**config.mk**
```make
export PLATFORM = sky130hd
export DESIGN_NAME = fifo_thresh_flat
export DESIGN_NICKNAME = d
export VERILOG_FILES = /design/src/rtl/fifo_pkg.sv /design/src/rtl/fifo_thresh_if.sv /design/src/rtl/fifo_mem.sv /design/src/rtl/fifo_thresh.sv /design/src/flat_wrapper.sv
export SDC_FILE = /design/constraint.sdc
export NUM_CORES = 1
export LEC_CHECK = 0
export BUFFER_PORTS_ARGS = -buffer_cell sky130_fd_sc_hd__buf_2
export CORE_ASPECT_RATIO = 0.5
export CORE_MARGIN = 2
export CORE_UTILIZATION = 25
export CTS_CLUSTER_DIAMETER = 40
export DETAILED_ROUTE_END_ITERATION = 12
export PLACE_DENSITY = 0.41
export SYNTH_ARGS = -nofsm -noshare
export SYNTH_HDL_FRONTEND = slang
export SYNTH_SLANG_ARGS = --single-unit
export TNS_END_PERCENT = 10
```
**constraint.sdc**
```tcl
create_clock -name clk -period 5.1 [get_ports clk]
set_input_delay 0 -clock clk [delete_from_list [all_inputs] [get_ports clk]]
set_output_delay 0 -clock clk [all_outputs]
set_load 0.01 [all_outputs]
```
**src/rtl/fifo_pkg.sv**
```systemverilog
// Shared constants and helpers for the threshold FIFO family.
// No logic, so no latency.
// No flow control here.
package fifo_pkg;

  localparam int FIFO_LEN_DEFAULT  = 8;
  localparam int BITNUMBER_DEFAULT = 6;

  // Ceiling log2. It is a constant function, so it can be used to size ports and parameters.
  function automatic int clog2(input int n);
    int r;
    int v;
    r = 0;
    v = 1;
    while (v < n) begin
      v = v << 1;
      r = r + 1;
    end
    return r;
  endfunction

endpackage

```
**src/rtl/fifo_thresh_if.sv**
```systemverilog
// Bundles the producer/consumer handshake, the thresholds and the FIFO status.
// The bundle is pure wiring, so it adds no latency.
// Backpressure travels in pause, can_pop, and the full/empty flags driven by the slave.
interface fifo_thresh_if
  import fifo_pkg::*;
#(
  parameter int BITNUMBER = BITNUMBER_DEFAULT,
  parameter int LENGTH    = FIFO_LEN_DEFAULT
);
  localparam int CNTW = clog2(LENGTH + 1);

  logic                 Fifo_wr;
  logic [BITNUMBER-1:0] Fifo_Data_in;
  logic                 Fifo_rd;
  logic [CNTW-1:0]      Umbral_af;
  logic [CNTW-1:0]      Umbral_ae;
  logic [BITNUMBER-1:0] Fifo_Data_out;
  logic                 valid_read;
  logic                 Fifo_full;
  logic                 Fifo_empty;
  logic                 almost_full;
  logic                 almost_empty;
  logic [CNTW-1:0]      occupancy;
  logic                 Fifo_rd_error;
  logic                 Fifo_wr_error;
  logic                 Fifo_error;
  logic                 pause;
  logic                 can_pop;

  modport master (
    output Fifo_wr, Fifo_Data_in, Fifo_rd, Umbral_af, Umbral_ae,
    input  Fifo_Data_out, valid_read, Fifo_full, Fifo_empty, almost_full,
           almost_empty, occupancy, Fifo_rd_error, Fifo_wr_error, Fifo_error,
           pause, can_pop
  );

  modport slave (
    input  Fifo_wr, Fifo_Data_in, Fifo_rd, Umbral_af, Umbral_ae,
    output Fifo_Data_out, valid_read, Fifo_full, Fifo_empty, almost_full,
           almost_empty, occupancy, Fifo_rd_error, Fifo_wr_error, Fifo_error,
           pause, can_pop
  );
endinterface

```
**src/rtl/fifo_mem.sv**
```systemverilog
// Dual-port register array: write and read are both synchronous.
// Read data appears 1 cycle after rd_en. Write data is visible to reads from the next cycle.
// There is no flow control; callers gate wr_en and rd_en.
module fifo_mem #(
  parameter int BITNUMBER = 6,
  parameter int LENGTH    = 8,
  parameter int PTRW      = 3
) (
  input  logic                 clk,
  input  logic                 wr_en,
  input  logic [PTRW-1:0]      wr_ptr,
  input  logic [BITNUMBER-1:0] wr_dat,
  input  logic                 rd_en,
  input  logic [PTRW-1:0]      rd_ptr,
  output logic [BITNUMBER-1:0] rd_dat
);
  logic [BITNUMBER-1:0] mem [LENGTH];

  // Store the pushed word. The storage is deliberately not reset.
  always_ff @(posedge clk) begin
    if (wr_en) mem[wr_ptr] <= wr_dat;
  end

  // Register the word being popped. At full, a same-cycle write to this slot lands after the old value is read.
  always_ff @(posedge clk) begin
    if (rd_en) rd_dat <= mem[rd_ptr];
  end
endmodule

```
**src/rtl/fifo_thresh.sv**
```systemverilog
// Power-of-two FIFO with runtime almost-full/almost-empty thresholds, occupancy and error flags.
// Read latency is 1 cycle. A push becomes poppable 1 cycle later, with no bypass.
// Backpressure: pause = almost_full|full. A push at full is accepted only with a same-cycle pop.
module fifo_thresh
  import fifo_pkg::*;
#(
  parameter int BITNUMBER = BITNUMBER_DEFAULT,
  parameter int LENGTH    = FIFO_LEN_DEFAULT
) (
  input logic           clk,
  input logic           reset,
  fifo_thresh_if.slave  bus
);
  localparam int PTRW = clog2(LENGTH);
  localparam int CNTW = clog2(LENGTH + 1);
  localparam logic [CNTW-1:0] LEN_C = CNTW'(LENGTH);

  logic [PTRW-1:0]      wr_ptr, rd_ptr;
  logic [CNTW-1:0]      occ, occ_next, af_lvl;
  logic                 pop_ok, push_ok, wr_err_c, rd_err_c;
  logic                 full_q, empty_q, af_q, ae_q, vld_q;
  logic                 wr_err_q, rd_err_q, err_q, have_data;
  logic [BITNUMBER-1:0] mem_rd_dat;

  assign pop_ok   = bus.Fifo_rd & ~empty_q;
  assign push_ok  = bus.Fifo_wr & (~full_q | bus.Fifo_rd);
  assign wr_err_c = bus.Fifo_wr & full_q & ~bus.Fifo_rd;
  assign rd_err_c = bus.Fifo_rd & empty_q;
  assign occ_next = occ + CNTW'(push_ok) - CNTW'(pop_ok);
  // A margin larger than the depth clamps the almost-full level to 0.
  assign af_lvl   = (bus.Umbral_af > LEN_C) ? '0 : LEN_C - bus.Umbral_af;

  fifo_mem #(
    .BITNUMBER (BITNUMBER),
    .LENGTH    (LENGTH),
    .PTRW      (PTRW)
  ) u_mem (
    .clk    (clk),
    .wr_en  (push_ok),
    .wr_ptr (wr_ptr),
    .wr_dat (bus.Fifo_Data_in),
    .rd_en  (pop_ok),
    .rd_ptr (rd_ptr),
    .rd_dat (mem_rd_dat)
  );

  // Update pointers, occupancy and every flag from next occupancy, so they agree every cycle.
  always_ff @(posedge clk or posedge reset) begin
    if (reset) begin
      wr_ptr    <= '0;
      rd_ptr    <= '0;
      occ       <= '0;
      full_q    <= 1'b0;
      empty_q   <= 1'b1;
      af_q      <= 1'b0;
      ae_q      <= 1'b1;
      vld_q     <= 1'b0;
      wr_err_q  <= 1'b0;
      rd_err_q  <= 1'b0;
      err_q     <= 1'b0;
      have_data <= 1'b0;
    end else begin
      if (push_ok) wr_ptr <= wr_ptr + PTRW'(1);
      if (pop_ok)  rd_ptr <= rd_ptr + PTRW'(1);
      if (pop_ok)  have_data <= 1'b1;
      occ      <= occ_next;
      full_q   <= (occ_next == LEN_C);
      empty_q  <= (occ_next == '0);
      af_q     <= (occ_next >= af_lvl);
      ae_q     <= (occ_next <= bus.Umbral_ae);
      vld_q    <= pop_ok;
      wr_err_q <= wr_err_c;
      rd_err_q <= rd_err_c;
      err_q    <= err_q | wr_err_c | rd_err_c;
    end
  end

  // The memory read register has no reset. Until the first pop, mask it so Data_out reads 0 out of reset.
  assign bus.Fifo_Data_out = have_data ? mem_rd_dat : '0;
  assign bus.valid_read    = vld_q;
  assign bus.Fifo_full     = full_q;
  assign bus.Fifo_empty    = empty_q;
  assign bus.almost_full   = af_q;
  assign bus.almost_empty  = ae_q;
  assign bus.occupancy     = occ;
  assign bus.Fifo_wr_error = wr_err_q;
  assign bus.Fifo_rd_error = rd_err_q;
  assign bus.Fifo_error    = err_q;
  assign bus.pause         = af_q | full_q;
  assign bus.can_pop       = ~empty_q;
endmodule
```
**src/flat_wrapper.sv**
```systemverilog
// flat-port wrapper written by rule: the top's interface ports become plain ports
module fifo_thresh_flat import fifo_pkg::*;
#(
  parameter int BITNUMBER = BITNUMBER_DEFAULT,
  parameter int LENGTH    = FIFO_LEN_DEFAULT
)
  (clk, reset, bus_Fifo_wr, bus_Fifo_Data_in, bus_Fifo_rd, bus_Umbral_af, bus_Umbral_ae, bus_Fifo_Data_out, bus_valid_read, bus_Fifo_full, bus_Fifo_empty, bus_almost_full, bus_almost_empty, bus_occupancy, bus_Fifo_rd_error, bus_Fifo_wr_error, bus_Fifo_error, bus_pause, bus_can_pop);
  fifo_thresh_if #(.BITNUMBER(BITNUMBER), .LENGTH(LENGTH)) bus_i ();
  input logic clk;
  input logic reset;
  input wire logic [$bits(bus_i.Fifo_wr)-1:0] bus_Fifo_wr;
  input wire logic [$bits(bus_i.Fifo_Data_in)-1:0] bus_Fifo_Data_in;
  input wire logic [$bits(bus_i.Fifo_rd)-1:0] bus_Fifo_rd;
  input wire logic [$bits(bus_i.Umbral_af)-1:0] bus_Umbral_af;
  input wire logic [$bits(bus_i.Umbral_ae)-1:0] bus_Umbral_ae;
  output wire logic [$bits(bus_i.Fifo_Data_out)-1:0] bus_Fifo_Data_out;
  output wire logic [$bits(bus_i.valid_read)-1:0] bus_valid_read;
  output wire logic [$bits(bus_i.Fifo_full)-1:0] bus_Fifo_full;
  output wire logic [$bits(bus_i.Fifo_empty)-1:0] bus_Fifo_empty;
  output wire logic [$bits(bus_i.almost_full)-1:0] bus_almost_full;
  output wire logic [$bits(bus_i.almost_empty)-1:0] bus_almost_empty;
  output wire logic [$bits(bus_i.occupancy)-1:0] bus_occupancy;
  output wire logic [$bits(bus_i.Fifo_rd_error)-1:0] bus_Fifo_rd_error;
  output wire logic [$bits(bus_i.Fifo_wr_error)-1:0] bus_Fifo_wr_error;
  output wire logic [$bits(bus_i.Fifo_error)-1:0] bus_Fifo_error;
  output wire logic [$bits(bus_i.pause)-1:0] bus_pause;
  output wire logic [$bits(bus_i.can_pop)-1:0] bus_can_pop;
  assign bus_i.Fifo_wr = bus_Fifo_wr;
  assign bus_i.Fifo_Data_in = bus_Fifo_Data_in;
  assign bus_i.Fifo_rd = bus_Fifo_rd;
  assign bus_i.Umbral_af = bus_Umbral_af;
  assign bus_i.Umbral_ae = bus_Umbral_ae;
  assign bus_Fifo_Data_out = bus_i.Fifo_Data_out;
  assign bus_valid_read = bus_i.valid_read;
  assign bus_Fifo_full = bus_i.Fifo_full;
  assign bus_Fifo_empty = bus_i.Fifo_empty;
  assign bus_almost_full = bus_i.almost_full;
  assign bus_almost_empty = bus_i.almost_empty;
  assign bus_occupancy = bus_i.occupancy;
  assign bus_Fifo_rd_error = bus_i.Fifo_rd_error;
  assign bus_Fifo_wr_error = bus_i.Fifo_wr_error;
  assign bus_Fifo_error = bus_i.Fifo_error;
  assign bus_pause = bus_i.pause;
  assign bus_can_pop = bus_i.can_pop;
  fifo_thresh #(.BITNUMBER(BITNUMBER), .LENGTH(LENGTH)) u_core (.clk(clk), .reset(reset), .bus(bus_i));
endmodule
```
==> metrics.txt, run 1 <==
status completed; Logic pwr share 32.5%; most area-hungry cell type in the Yosys netlist edfxtp_1; Hold Fails Final Rpt 0; top cell type's share of synthesized area 51.7%; Tcrit/Tclk final 70.3%; Net Switching 0.000694 W; TritonCTS Buffers 9; MaxCap Viol Count 0; clk_lat worst skew 0.34 ns; first-pass GRT wire length 9730 um; sequential cell area 2100 um^2; CP startpoint kind flop; crit-path max cell delay 0.84 ns; DR vias 1675; Avg Vias per Cell 4.04; Seq pwr share 40.2%; pin count of the biggest net entering global routing 20; Static Leak 1.53 nW; Worst Max-Slew Pin Slew 1.11 ns; total die area 13500 um^2; Tmin final 3.58 ns; hold crit path type input port to flop; # fillers 1183; Crit Path Max Fanout 12; DRT iter0 DRCs 69; part of the power in the clock network 27.3%; syn_area_per_cell 16.7 um^2; Layout Nets 277; Post-Route Setup TNS 0 ns; DRC errors left 0; Ys Warns 0; setup violators final 0; antenna fix cells 0; layout cells sized above 1 25.6%; Mapped Cells 188; clock skew 0.00495 ns; gp weighted congestion 0.663; dominant cells by area after synthesis edfxtp_1 (52%), dfrtp_1 (14%), mux4_1 (10%); critical path class flop to flop; io pins 38; crit-path most repeated cell ha_1; Chip Width 162 um; clock root cell clkbuf_16; Num Clock Sinks 73; CP endpoint kind flop; core area 12000 um^2; Pre-Repair DR Iteration Count 4; TritonCTS clock tree built; H-Tree Depth 3; register area share after synthesis 66.9%; clk buf depth 2; reg-to-reg slack, setup 1.52 ns; input/output buffers 37; synth unique cells 31; RSZ-0062 raised after global routing no; antenna viol nets, final 0; Worst Setup EP u_core.bus.almost_full; switching share of total power 31.1%; clock transition time at the flip-flop clock pins of the worst setup and hold paths 0.06 ns; vias in the first global route 1745; Yosys reg bits 73; Pins Over Slew Limit 0; post-CTS sizing 0; relative slew slack 26.1%; Worst VDD drop 0.287 mV; highest-delay cell along the critical path nor2b_1; GRT Residual Overflow 0; start of the worst register-to-register path u_core.bus.Fifo_empty; worst path arrival time 3.81 ns; CP Cell Sequence nor2b_1, ha_1, inv_1, ha_1, fa_1, ha_1, a21o_1, maj3_1, maj3_2; Synth Cell Area 3140 um^2; Critical Path Start u_core.bus.Fifo_empty; FF-to-FF End u_core.bus.almost_full; Initial Util 26.1%; row cnt 28; drt wl/cell 15.1 um; Final HPWL DP 4340 um; multi-input logic area 961 um^2; Power Internal 0.00153 W; Reg2Reg Depth 9; chip height 83.2 um; initial antenna violation count 0; Max Freq 279 MHz; Area Overhead vs Synth 24.7%; GRT Total Usage 10.1%; CP required 5.32 ns; fin util 32.6%; Cell Pwr Density 569 nW/um^2; Post-Route WL 6270 um; Mapped Nets 220
## cell usage in the layout (no fill, tap or decap), types with 3 or more instances in the layout
cell type / count
mux2_2: 7
a21o_1: 3
mux4_1: 12
nor2_1: 7
dlygate4sd3_1: 10
buf_2: 37
nand2_1: 11
xnor2_1: 6
clkbuf_16: 9
ha_1: 13
dfrtp_1: 17
edfxtp_1: 54
xor2_1: 3
and2_1: 8
inv_1: 16
nand2b_1: 6
## power groups by stage
| stage | Sequential (W) | Clock [W] | Combinational (W) |
|---|---|---|---|
| 6_report | 0.000895 | 0.000609 | 0.000724 |
| 5_1_grt | 0.000915 | 0.000646 | 0.000814 |
| 4_1_cts | 0.000901 | 0.000624 | 0.000741 |
| 3_5_place_dp | 0.000912 | 0 | 0.000729 |
| 3_3_place_gp | 0.000908 | 0 | 0.000718 |
| 2_1_floorplan | 0.000859 | 0 | 0.000552 |
## cell type report
| class | instances | share of cell area, % |
|---|---|---|
| flip-flops and latches | 73 | 53.6 |
| multi-input cells | 96 | 24.5 |
| repair buffers | 49 | 7.67 |
| clock buffers | 10 | 5.85 |
| well taps | 165 | 5.27 |
| inverters | 16 | 1.53 |
| clock inverters | 6 | 1.50 |
## worst min-delay path by stage
stage / cells after the start / endpoint / from / slack, ns
6_report: 4 / u_core.bus.almost_empty / bus_Umbral_ae[3] / 0.04
5_1_grt: 4 / u_core.bus.almost_empty / bus_Umbral_ae[3] / 0.07
2_1_floorplan: 1 / u_core.bus.Fifo_error / reset / -0.05
4_1_cts: 4 / u_core.bus.almost_empty / bus_Umbral_ae[3] / 0.02
3_3_place_gp: 2 / u_core.bus.occupancy[2] / reset / 0.21
3_5_place_dp: 2 / u_core.bus.occupancy[1] / reset / 0.23
## synth_stat cells
master and n:
nor2b_1 2, mux4_1 12, o21a_1 2, and2_1 8, dfrtp_1 17, o21ai_0 2
edfxtp_1 54, or3_1 2, nor2_1 7, ha_1 13, or2_2 2, nor4_1 1
a21o_1 3, o211ai_1 1, a21oi_1 1, clkbuf_1 1, nor3_1 2, nand2b_1 6
maj3_1 1, xnor2_1 6, mux2_2 7, maj3_2 1, nor4b_1 1, dfstp_2 2
inv_1 16, fa_1 1, xor2_1 3, buf_6 1, buf_1 1, nand4_1 1
nand2_1 11
## worst max-delay path, delay by kind of cell, from the launching register on
kind | cells | cell delay [ns]
AO/OA/AOI/OAI | 1 | 0.16
buffers and inverters | 1 | 0.05
adder cells (fa/ha/maj) | 6 | 2.05
flip-flops | 1 | 0.37
AND/OR/NAND/NOR | 1 | 0.84
## cell families after synthesis
family / count (synthesis) / synth area share (%)
buffers and inverters: 19 / 2.51
multiplexers: 19 / 12.6
XOR/XNOR: 9 / 2.51
adder cells (fa/ha/maj): 16 / 6.50
flip-flops: 73 / 66.9
AND/OR/NAND/NOR: 43 / 7.13
AO/OA/AOI/OAI: 9 / 1.91
## sequential cells by signal (all words and copies together) (netlist names), 3 cells and up
name                  count
u_core.bus.occupancy      4
u_core.rd_ptr             3
u_core.u_mem.mem         48
u_core.u_mem.rd_dat       6
u_core.wr_ptr             3
## routing by layer
layer  routed length [um]  track usage [%]  vias to the layer above
li1                     -                -                      811
met4                  142             5.07                        0
met2                 2730             14.6                       46
met1                 2980             13.2                      803
met5                    0                0                        -
met3                  417             3.70                       15
## metrics by stage
step | setup slack [ns] | instances | hold WS [ns] | total power [W] | instance area (um^2)
final | 1.52 | 415 | 0.0362 | 0.00223 | 3920
after global routing | 1.26 | 415 | 0.0660 | 0.00238 | 3920
after CTS | 1.48 | 415 | 0.0224 | 0.00227 | 3920
after detailed placement | 1.48 | 389 | 0.229 | 0.00164 | 3530
after global placement | 1.58 | 389 | 0.211 | 0.00163 | 3530
after floorplan | 1.94 | 188 | -0.0504 | 0.00141 | 3140
## timing repair
| action | in CTS | in global routing |
|---|---|---|
| setup buffers | 0 | 0 |
| hold buffers | 10 | 0 |
| hold endpoints to repair | 68 | 0 |
| setup endpoints to repair | 0 | 0 |
Note: power is estimated with default switching activity, not from simulation.
==> inputs of run 2 (changes only) <==
==> constraint.sdc (replaced) <==
create_clock -name clk -period 3.42 [get_ports clk]
set_input_delay 0 -clock clk [delete_from_list [all_inputs] [get_ports clk]]
set_output_delay 0 -clock clk [all_outputs]
set_load 0.01 [all_outputs]
==> metrics.txt, run 2 (synthesis results as in run 1) <==
clock root cell clkbuf_16; multi-input logic area 961 um^2; placed cell area 3530 um^2; core area 12000 um^2; Cell Pwr Density 830 nW/um^2; chip height 83.2 um; commonest non-fill, non-tap cell in the layout edfxtp_1; CP endpoint kind flop; GR peak layer met2; DR vias 1687; Finished Layout Cells 415; max reg flops 48; Chip Width 162 um; Tcrit/Tclk final 84.4%; GRT Residual Overflow 0; sequential cell area 2100 um^2; vias in the first global route 1728; pin count of the biggest net entering global routing 20; Reg with most FFs u_core.u_mem.mem; Initial Util 26.1%; RSZ-0062 raised after global routing no; row cnt 28; Layout Nets 277; Final HPWL DP 4170 um; gp weighted congestion 0.673; Static Leak 1.52 nW; Avg Vias per Cell 4.07; most frequent cells in the layout edfxtp_1 (54), buf_2 (37), dfrtp_1 (17); Max Freq 347 MHz; DRC errors left 0; initial antenna violation count 0; total power 0.00322 W; drt wl/cell 14.4 um; Worst Max-Slew Pin Slew 0.840 ns; first-pass GRT wire length 9310 um; DRT iter0 DRCs 66; GRT met1 Usage 12.3%; total die area 13500 um^2; Worst VDD drop 0.478 mV; clock transition time at the flip-flop clock pins of the worst setup and hold paths 0.05 ns; layout cells sized above 1 24.8%; met2 Track Usage GR 14.3%; # fillers 1180; CP startpoint kind flop; Crit Path Max Fanout 5; Hold Fails Final Rpt 0; clock skew 0.00282 ns; critical path class flop to flop; Num Clock Sinks 73; H-Tree Depth 3; routing usage on met3 4.65%; clk_lat worst skew 0.33 ns; worst path arrival time 3.10 ns; MaxCap Viol Count 0; Final Cell Area 3880 um^2; Post-Route Setup TNS 0 ns; hold crit path type input port to flop; antenna fix cells 0; clk buf depth 2; input/output buffers 37; Post-Route WL 5980 um; relative slew slack 44.0%; status completed; antenna viol nets, final 0; CP required 3.63 ns; GRT Total Usage 9.57%; Tmin final 2.89 ns; TritonCTS clock tree built; io pins 38; placed insts 390; Pins Over Slew Limit 0; Pre-Repair DR Iteration Count 4; TritonCTS Buffers 9; setup violators final 0; Area Overhead vs Synth 23.5%
-- run 2: worst paths after layout --
path / start / endpoint / slack [ns] / depth (start not counted)
setup / recovery: u_core.bus.Fifo_empty / u_core.bus.almost_full / 0.53 / 9
hold / removal: bus_Fifo_rd / u_core.bus.Fifo_rd_error / 0.004 / 2
setup reg to reg: u_core.bus.Fifo_empty / u_core.bus.almost_full / 0.53 / 9
hold reg to reg: u_core.bus.Fifo_error / u_core.bus.Fifo_error / 0.47 / 1
max in group asynchronous: reset / u_core.bus.almost_full / 2.51 / 3
min in group asynchronous: reset / u_core.bus.valid_read / 0.39 / 3
-- run 2: power by group --
group	leakage [nW]	switching, W	internal (W)
Combinational	0.679	0.000520	0.000558
Clock	0.122	0.000321	0.000488
Sequential	0.715	0.000161	0.00117
Total	1.52	0.00100	0.00222
-- run 2: critical path, cell delays in order (launching register included) --
cell and delay, ns:
dfstp_2 0.54, nor2b_1 0.06, ha_1 0.27, inv_1 0.04
ha_1 0.21, fa_1 0.54, ha_1 0.33, a21o_1 0.15
maj3_1 0.33, maj3_2 0.30
-- run 2: final cells by class --
cell class	instances	area share, %
inverter	16	1.55
clock inverter	2	0.226
timing repair buffer	49	7.68
sequential	73	54.1
clock buffer	14	6.29
multi-input combinational	96	24.8
tap	165	5.32
-- run 2: timing repair --
action                    CTS  global route
hold endpoints to repair   66             0
resized for setup           0             0
setup buffers               0             0
hold buffers                9             0
-- run 2: routing by layer --
metal  vias to the layer above  routed length (um)
li1                        818                   -
met2                        45                2670
met5                         -                   0
met3                         2                 375
met4                         0                  40
met1                       822                2900
-- run 2: stage by stage --
stage | hold WS, ns | util [%] | setup slack, ns
2_1_floorplan | -0.0504 | - | 0.260
6_report | 0.00408 | 32.3 | 0.535
3_5_place_dp | 0.217 | 29.4 | 0.503
4_1_cts | 0.00655 | 32.3 | 0.504
3_3_place_gp | 0.207 | 29.4 | 0.569
5_1_grt | 0.0217 | 32.3 | 0.382
==> inputs of run 3 (changes only) <==
==> constraint.sdc (replaced) <==
create_clock -name clk -period 2.8 [get_ports clk]
set_input_delay 0 -clock clk [delete_from_list [all_inputs] [get_ports clk]]
set_output_delay 0 -clock clk [all_outputs]
set_load 0.01 [all_outputs]
==> metrics.txt, run 3 (synthesis results as in run 1) <==
setup violators final 0; Initial Util 26.1%; Finished Layout Cells 418; setup bufs post-CTS 0; hold crit path type input port to flop; Worst VDD drop 0.535 mV; sequential cell area 2100 um^2; start of the worst register-to-register path u_core.bus.Fifo_empty; Worst Setup EP u_core.bus.almost_full; critical path class flop to flop; Cell Pwr Density 1030 nW/um^2; antenna viol nets, final 0; # fillers 1179; commonest non-fill, non-tap cell in the layout edfxtp_1; H-Tree Depth 3; Chip Width 162 um; clock skew 0.00662 ns; Post-Route WL 5940 um; Avg Vias per Cell 4.09; Crit Path Max Fanout 4; Final HPWL DP 3980 um; GRT Total Usage 9.52%; CP endpoint kind flop; CP required 3.01 ns; worst setup margin 0.0805 ns; Static Leak 1.55 nW; GRT Residual Overflow 0; Reg with most FFs u_core.u_mem.mem; total die area 13500 um^2; Tmin final 2.72 ns; worst path arrival time 2.93 ns; relative slew slack 43.7%; Max Freq 368 MHz; DRC errors left 0; TritonCTS clock tree built; min-delay src bus_Umbral_ae[3]; chip height 83.2 um; FF-to-FF End u_core.bus.almost_full; layout cells sized above 1 28.1%; DP Worst Slack 0.0560 ns; row cnt 28; first-pass GRT wire length 9340 um; CP startpoint kind flop; RSZ-0062 raised after global routing no; Tcrit/Tclk final 97.1%; Area Overhead vs Synth 25.8%; vias in the first global route 1780; Reg2Reg Depth 9; clock transition time at the flip-flop clock pins of the worst setup and hold paths 0.06 ns; fin util 32.9%; reg-to-reg slack, setup 0.08 ns; drt wl/cell 14.2 um; max reg flops 48; clk_lat worst skew 0.33 ns; input/output buffers 37; io pins 38; multi-input logic area 972 um^2; gp weighted congestion 0.699; Pins Over Slew Limit 0; TritonCTS Buffers 9; initial antenna violation count 0; DR vias 1711; most frequent cells in the layout edfxtp_1 (54), buf_2 (37), dfrtp_1 (17); clock root cell clkbuf_16; Critical Path Start u_core.bus.Fifo_empty; clk buf depth 2; Worst Max-Slew Pin Slew 0.844 ns; MaxCap Viol Count 0; Num Clock Sinks 73; placed insts 392; Min Hold Slack 0.0238 ns; status completed; DRT iter0 DRCs 59; core area 12000 um^2; pin count of the biggest net entering global routing 20; Layout Nets 280; antenna fix cells 0; Hold Fails Final Rpt 0; Pre-Repair DR Iteration Count 4
-- run 3: worst min path at each step --
stage,depth (start not counted),end
after floorplan,1,u_core.bus.Fifo_error
after global placement,2,u_core.bus.Fifo_wr_error
after detailed placement,2,u_core.bus.Fifo_error
after CTS,4,u_core.bus.almost_empty
after global routing,4,u_core.bus.almost_empty
final,4,u_core.bus.almost_empty
-- run 3: what timing repair did --
item,CTS,global route
hold buffers,10,0
hold endpoints to repair,68,0
endpoints found under the setup margin,0,2
gates resized for setup,0,1
-- run 3: area by class of cell --
class | count | share of cell area (%)
repair buffers | 52 | 8.17
flip-flops and latches | 73 | 53.2
clock inverters | 6 | 1.52
clock buffers | 10 | 5.80
well taps | 165 | 5.23
inverters | 16 | 1.52
multi-input cells | 96 | 24.6
-- run 3: layer usage --
layer / part of all wire (%) / track usage (%) / vias to the layer above
met1: 49 / 11.8 / 852
met4: 1.5 / 4.10 / 0
met5: 0 / 0 / -
met2: 46 / 14.9 / 30
li1: - / - / 821
met3: 3.3 / 3.65 / 8
-- run 3: through the flow --
stage | power, W | instance area, um^2 | setup TNS [ns]
after floorplan | 0.00258 | 3150 | -0.0155
after global placement | 0.00299 | 3560 | 0
after detailed placement | 0.00301 | 3560 | 0
after CTS | 0.00415 | 3950 | 0
after global routing | 0.00436 | 3950 | 0
final | 0.00408 | 3950 | 0
-- run 3: worst max-delay path, cell delays in order (launching register included) --
cell	delay, ns
dfstp_2	0.56
nor2b_4	0.05
ha_1	0.28
inv_1	0.06
ha_2	0.18
fa_1	0.43
ha_1	0.28
a21o_1	0.16
maj3_2	0.29
maj3_2	0.30
-- run 3: power breakdown --
| part | internal [W] | switching [W] | total (W) |
|---|---|---|---|
| Combinational | 0.000719 | 0.000683 | 0.00140 |
| Clock | 0.000684 | 0.000419 | 0.00110 |
| Sequential | 0.00143 | 0.000144 | 0.00158 |
| Total | 0.00283 | 0.00125 | 0.00408 |
